**src/rtl/key_conditioner.sv**
```systemverilog
// key_conditioner: per-key synchronizer, debouncer, edge strobes and auto-repeat
// for active-low pushbuttons. Each key is handled by an independent channel.
module key_conditioner #(
    parameter int N_KEYS       = 4,
    parameter int DB_CYCLES    = 500000,
    parameter int REPEAT_DELAY = 25000000,
    parameter int REPEAT_RATE  = 5000000
) (
    input  logic              CLOCK_50,
    input  logic              Reset,
    input  logic [N_KEYS-1:0] KEY,
    output logic [N_KEYS-1:0] pressed,
    output logic [N_KEYS-1:0] press_pulse,
    output logic [N_KEYS-1:0] release_pulse,
    output logic [N_KEYS-1:0] repeat_pulse
);

    localparam int DBW      = $clog2(DB_CYCLES + 1);
    localparam int HOLD_MAX = (REPEAT_DELAY > REPEAT_RATE) ? REPEAT_DELAY : REPEAT_RATE;
    localparam int HW       = $clog2(HOLD_MAX + 1);

    // Terminal counts: the edge on which the counter would reach its limit.
    localparam logic [DBW-1:0] DB_LAST    = DBW'(DB_CYCLES - 1);
    localparam logic [HW-1:0]  DELAY_LAST = HW'(REPEAT_DELAY - 1);
    localparam logic [HW-1:0]  RATE_LAST  = HW'(REPEAT_RATE - 1);

    for (genvar i = 0; i < N_KEYS; i++) begin : g_chan
        logic           sync1_q, sync1_d;
        logic           sync2_q, sync2_d;
        logic           acc_q, acc_d;          // accepted raw level, 1 = released
        logic [DBW-1:0] db_cnt_q, db_cnt_d;
        logic           pressed_q, pressed_d;
        logic           press_q, press_d;
        logic           release_q, release_d;
        logic           repeat_q, repeat_d;
        logic [HW-1:0]  hold_q, hold_d;
        logic           in_rate_q, in_rate_d;  // first repeat already issued

        // Next-state logic: synchronize, debounce, derive strobes and auto-repeat.
        always_comb begin
            sync1_d  = KEY[i];
            sync2_d  = sync1_q;
            acc_d    = acc_q;
            db_cnt_d = '0;

            // Count consecutive cycles that disagree with the accepted level;
            // any agreeing cycle throws the partial count away.
            if (sync2_q != acc_q) begin
                if (db_cnt_q == DB_LAST) begin
                    acc_d    = ~acc_q;
                    db_cnt_d = '0;
                end else begin
                    db_cnt_d = db_cnt_q + DBW'(1);
                end
            end else begin
                db_cnt_d = '0;
            end

            pressed_d = ~acc_q;
            press_d   = pressed_d & ~pressed_q;
            release_d = ~pressed_d & pressed_q;

            // Hold counter only runs while the key stays held across this edge,
            // so no repeat can land on the press or release strobe cycle.
            repeat_d  = 1'b0;
            hold_d    = '0;
            in_rate_d = 1'b0;
            if (pressed_q && pressed_d) begin
                in_rate_d = in_rate_q;
                if (hold_q == (in_rate_q ? RATE_LAST : DELAY_LAST)) begin
                    repeat_d  = 1'b1;
                    hold_d    = '0;
                    in_rate_d = 1'b1;
                end else begin
                    hold_d = hold_q + HW'(1);
                end
            end else begin
                hold_d    = '0;
                in_rate_d = 1'b0;
            end
        end

        // State registers with synchronous reset to the released condition.
        always_ff @(posedge CLOCK_50) begin
            if (Reset) begin
                sync1_q   <= 1'b1;
                sync2_q   <= 1'b1;
                acc_q     <= 1'b1;
                db_cnt_q  <= '0;
                pressed_q <= 1'b0;
                press_q   <= 1'b0;
                release_q <= 1'b0;
                repeat_q  <= 1'b0;
                hold_q    <= '0;
                in_rate_q <= 1'b0;
            end else begin
                sync1_q   <= sync1_d;
                sync2_q   <= sync2_d;
                acc_q     <= acc_d;
                db_cnt_q  <= db_cnt_d;
                pressed_q <= pressed_d;
                press_q   <= press_d;
                release_q <= release_d;
                repeat_q  <= repeat_d;
                hold_q    <= hold_d;
                in_rate_q <= in_rate_d;
            end
        end

        assign pressed[i]       = pressed_q;
        assign press_pulse[i]   = press_q;
        assign release_pulse[i] = release_q;
        assign repeat_pulse[i]  = repeat_q;
    end

endmodule

```
**config.mk**
```make
export PLATFORM = sky130hd
export DESIGN_NAME = key_conditioner
export DESIGN_NICKNAME = d
export VERILOG_FILES = /design/src/rtl/key_conditioner.sv
export SDC_FILE = /design/constraint.sdc
export NUM_CORES = 1
export LEC_CHECK = 0
export CORE_MARGIN = 4
export CORE_UTILIZATION = 50
export CTS_CLUSTER_SIZE = 14
export DETAILED_ROUTE_END_ITERATION = 8
export GPL_ROUTABILITY_DRIVEN = 0
export HOLD_SLACK_MARGIN = 0.03
export PLACE_DENSITY = 0.77
export SYNTH_ARGS = -nofsm -noshare
export SYNTH_HDL_FRONTEND = slang
export SYNTH_SLANG_ARGS = --single-unit
```
**constraint.sdc**
```tcl
create_clock -name CLOCK_50 -period 2.41 [get_ports CLOCK_50]
set_input_delay 0.241 -clock CLOCK_50 [delete_from_list [all_inputs] [get_ports CLOCK_50]]
set_output_delay 0.241 -clock CLOCK_50 [all_outputs]
set_load 0.01 [all_outputs]
```
==> impl_metrics.py <==
metrics = {
    "run_status": {
        "status": "completed",
    },
    "sta": {
        "finalCritPeriodShare": 0.901,
        "skew_ns": 0.0124,
        "hold_viol_final": 0,
        "finalSetupViolCount": 0,
        "rsz0062_at_grt": "no",
        "fin_crit_ns": 2.17,
        "tns_ns": 0,
        "max_freq_ghz": 0.461,
        "tightestPinTransition_ns": 0.674,
        "maxSlewViolCount": 0,
        "relSlewSlack": 0.551,
    },
    "logic_synthesis": {
        "yosys-mux-area-fraction": 0.00211,
        "syn_inst": 1051,
        "synth_top_area_cell": "dfxtp_1",
        "synth_adder_area_share": 0.0105,
        "synth_top_area_share": 0.438,
        "synth-edff-count": 0,
        "synth_simple_gate_area_frac": 0.296,
        "synth_compound_area_frac": 0.118,
        "synth.area.top_cells": "dfxtp_1 (44%), xor2_1 (4.6%), xnor2_1 (4.4%)",
        "seq_area_frac_synth": 0.438,
        "synthXorXnorAreaFrac": 0.0903,
        "syn_area_um2": 9500,
        "synth_cell_types": 52,
        "syn-num-nets": 1065,
        "async_flop_share": 0,
        "ys_warn_count": 0,
        "ys.flop_type": "dfxtp_1",
        "ys_ff_latch": 208,
        "synth_area_per_cell_um2": 9.04,
        "synth_top_family_by_area": "simple AND/OR/NAND/NOR gates",
    },
    "critical_path": {
        "arrival_ns": 2.58,
        "cp-end-kind": "register",
        "critPathKind": "register to register",
        "cp_num_buf_inv": 0,
        "worstPathMaxFanout": 10,
        "cpMaxStageDelayCell": "or4_4",
        "cp-start-kind": "register",
        "max_stage_delay_ns": 0.62,
        "crit_chain": "ha_1, nand4_1, or4_4, or4_1, a211oi_2",
        "required_ns": 2.82,
        "crit_family": "simple AND/OR/NAND/NOR gates",
    },
    "clock_tree": {
        "clock-sinks": 208,
        "htree_num_levels": 1,
        "insertion_delay_ns": 0.50,
        "path_clk_slew_ns": 0.06,
        "cts_setup_buffers": 0,
        "cts_buffer_depth": 3,
        "cts_buffers": 23,
        "cts-root-buf": "clkbuf_16",
        "cts_tree": "built",
        "hold_buffers": 0,
    },
    "global_routing": {
        "grt_max_degree": 28,
        "grt_pass1_vias": 6964,
        "antenna_found_initial": 0,
        "overflow": 0,
        "track_usage": 0.167,
        "grt_pass1_wl_um": 32000,
    },
    "min_path": {
        "hold_class": "primary input to register",
    },
    "floorplanning": {
        "core-area_um2": 18700,
        "rows": 50,
        "die_w_um": 146,
        "die_area_um2": 21300,
        "initial_core_util": 0.508,
        "ios": 22,
        "die_h_um": 146,
    },
    "drt": {
        "postRouteAntennaNets": 0,
        "drcViolationCount": 0,
        "routedWlPerCell_um": 13.9,
        "vias": 7573,
        "routed_wl_um": 18200,
        "drtPass1Iterations": 5,
        "first_iter_violations": 362,
        "vias_per_cell": 5.78,
    },
    "power": {
        "p_per_area_nw_per_um2": 664,
        "finalPower_mw": 7.07,
        "ir_drop_uv": 330,
        "p_leak_nw": 3.10,
    },
    "cells_and_area": {
        "drive_gt1_frac": 0.0929,
        "area_growth_pct": 12.1,
        "multi_input_area_um2": 4920,
        "fin_nets": 1075,
        "antenna_cells": 0,
        "register_area_um2": 4160,
        "fillers": 1604,
    },
    "flow_run": {
        "maxCapViolCount": 0,
    },
    "placement": {
        "io_buffer_count": 21,
        "hpwl_um": 12000,
    },
}
## cell families (layout without fill, tap and decap cells)
| family | count (synthesis) | after routing |
|---|---|---|
| DFF | 208 | 208 |
| and+or+nand+nor | 496 | 496 |
| muxes | 2 | 2 |
| AOI/OAI and AO/OA | 154 | 154 |
| xor gates and xnor gates | 98 | 98 |
| adders and majority gates | 8 | 8 |
| buffers and inverters | 85 | 110 |
## synth_stat cells (2+ instances only)
master,n
and3_1,14
nand4_2,2
a21oi_1,24
a2111oi_4,3
nor4b_1,10
nand3_1,61
o21ai_0,46
o21bai_2,2
clkbuf_1,25
inv_1,27
buf_2,12
o21ba_2,4
nor4_1,19
buf_4,16
or3_1,47
and4b_1,3
xnor2_1,48
o31ai_1,24
and4_1,17
nand4_1,38
o311ai_0,4
xor2_1,50
ha_1,8
a211oi_2,7
mux2i_1,2
and2_1,9
nor2_1,67
or4b_2,3
nor3_1,68
buf_6,4
nor3b_1,5
or4_1,36
nand2_1,68
dfxtp_1,208
or2_2,11
nor2b_1,6
a211oi_1,35
nand4_4,2
nor4bb_1,3
## layer usage
layer  GRT usage  up-vias  part of all wire
met4      0.0366        0             0.015
li1            -     3884                 -
met3      0.0249       24             0.036
met2       0.279      104              0.46
met5           0        -                 0
met1       0.229     3561              0.49
## final cells by class
| cell class | instances | share of cell area |
|---|---|---|
| multi-input cells | 758 | 0.462 |
| flip-flops and latches | 208 | 0.391 |
| clock buffers | 35 | 0.0667 |
| repair buffers | 43 | 0.0364 |
| well taps | 234 | 0.0275 |
| inverters | 27 | 0.00951 |
| clock inverters | 5 | 0.00740 |
## sequential cells by signal, summed over array words and instances, names as in the netlist
name,cells
g_chan.sync2_q,4
g_chan.press_q,4
g_chan.hold_q,100
g_chan.repeat_q,4
g_chan.in_rate_q,4
g_chan.acc_q,4
g_chan.pressed_q,4
g_chan.release_q,4
g_chan.sync1_q,4
g_chan.db_cnt_q,76
## cells in the final DEF (no fill, tap or decap), drive strengths merged, types with 17 or more instances in the layout
master and n:
a21oi 24, clkdlybuf4s50 21, nand4 42, a211oi 43
nor2 67, xnor2 48, nand2 68, dfxtp 208
xor2 50, and4 17, nor4 19, or3 48
clkbuf 35, or4 37, o31ai 24, inv 28
nor3 68, nand3 62, buf 22, o21ai 46
## path summary, 6_finish.rpt
| kind | from | end | slack [ns] | cells after the start |
|---|---|---|---|---|
| hold reg to reg | g_chan[2].sync1_q | g_chan[2].sync2_q | 0.41 | 1 |
| hold / removal | KEY[0] | g_chan[0].sync1_q | 0.33 | 2 |
| setup reg to reg | g_chan[1].hold_q[0] | g_chan[1].hold_q[24] | 0.24 | 5 |
| setup / recovery | g_chan[1].hold_q[0] | g_chan[1].hold_q[24] | 0.24 | 5 |
## per-stage QoR
stage | setup WS [ns] | utilization | hold WS (ns) | instances | instance area [µm²]
after global routing | 0.0787 | 0.570 | 0.324 | 1310 | 10700
after CTS | 0.156 | 0.569 | 0.312 | 1310 | 10600
after floorplan | 0.316 | - | 0.319 | 1051 | 9500
final | 0.240 | 0.570 | 0.330 | 1310 | 10700
after detailed placement | 0.174 | 0.527 | 0.397 | 1270 | 9860
after global placement | 0.267 | 0.527 | 0.393 | 1270 | 9860
## timing repair
action | CTS | global route
gates resized for setup | 0 | 2
hold endpoints to repair | 0 | 0
endpoints found under the setup margin | 0 | 5
## report_power, final
group          internal (mW)  total (mW)  switching [mW]
Sequential              3.45        3.45         0.00460
Clock                   2.24        3.58            1.35
Combinational         0.0182      0.0405          0.0223
Total                   5.70        7.07            1.37
No activity file was read; power rests on OpenSTA's default activity.
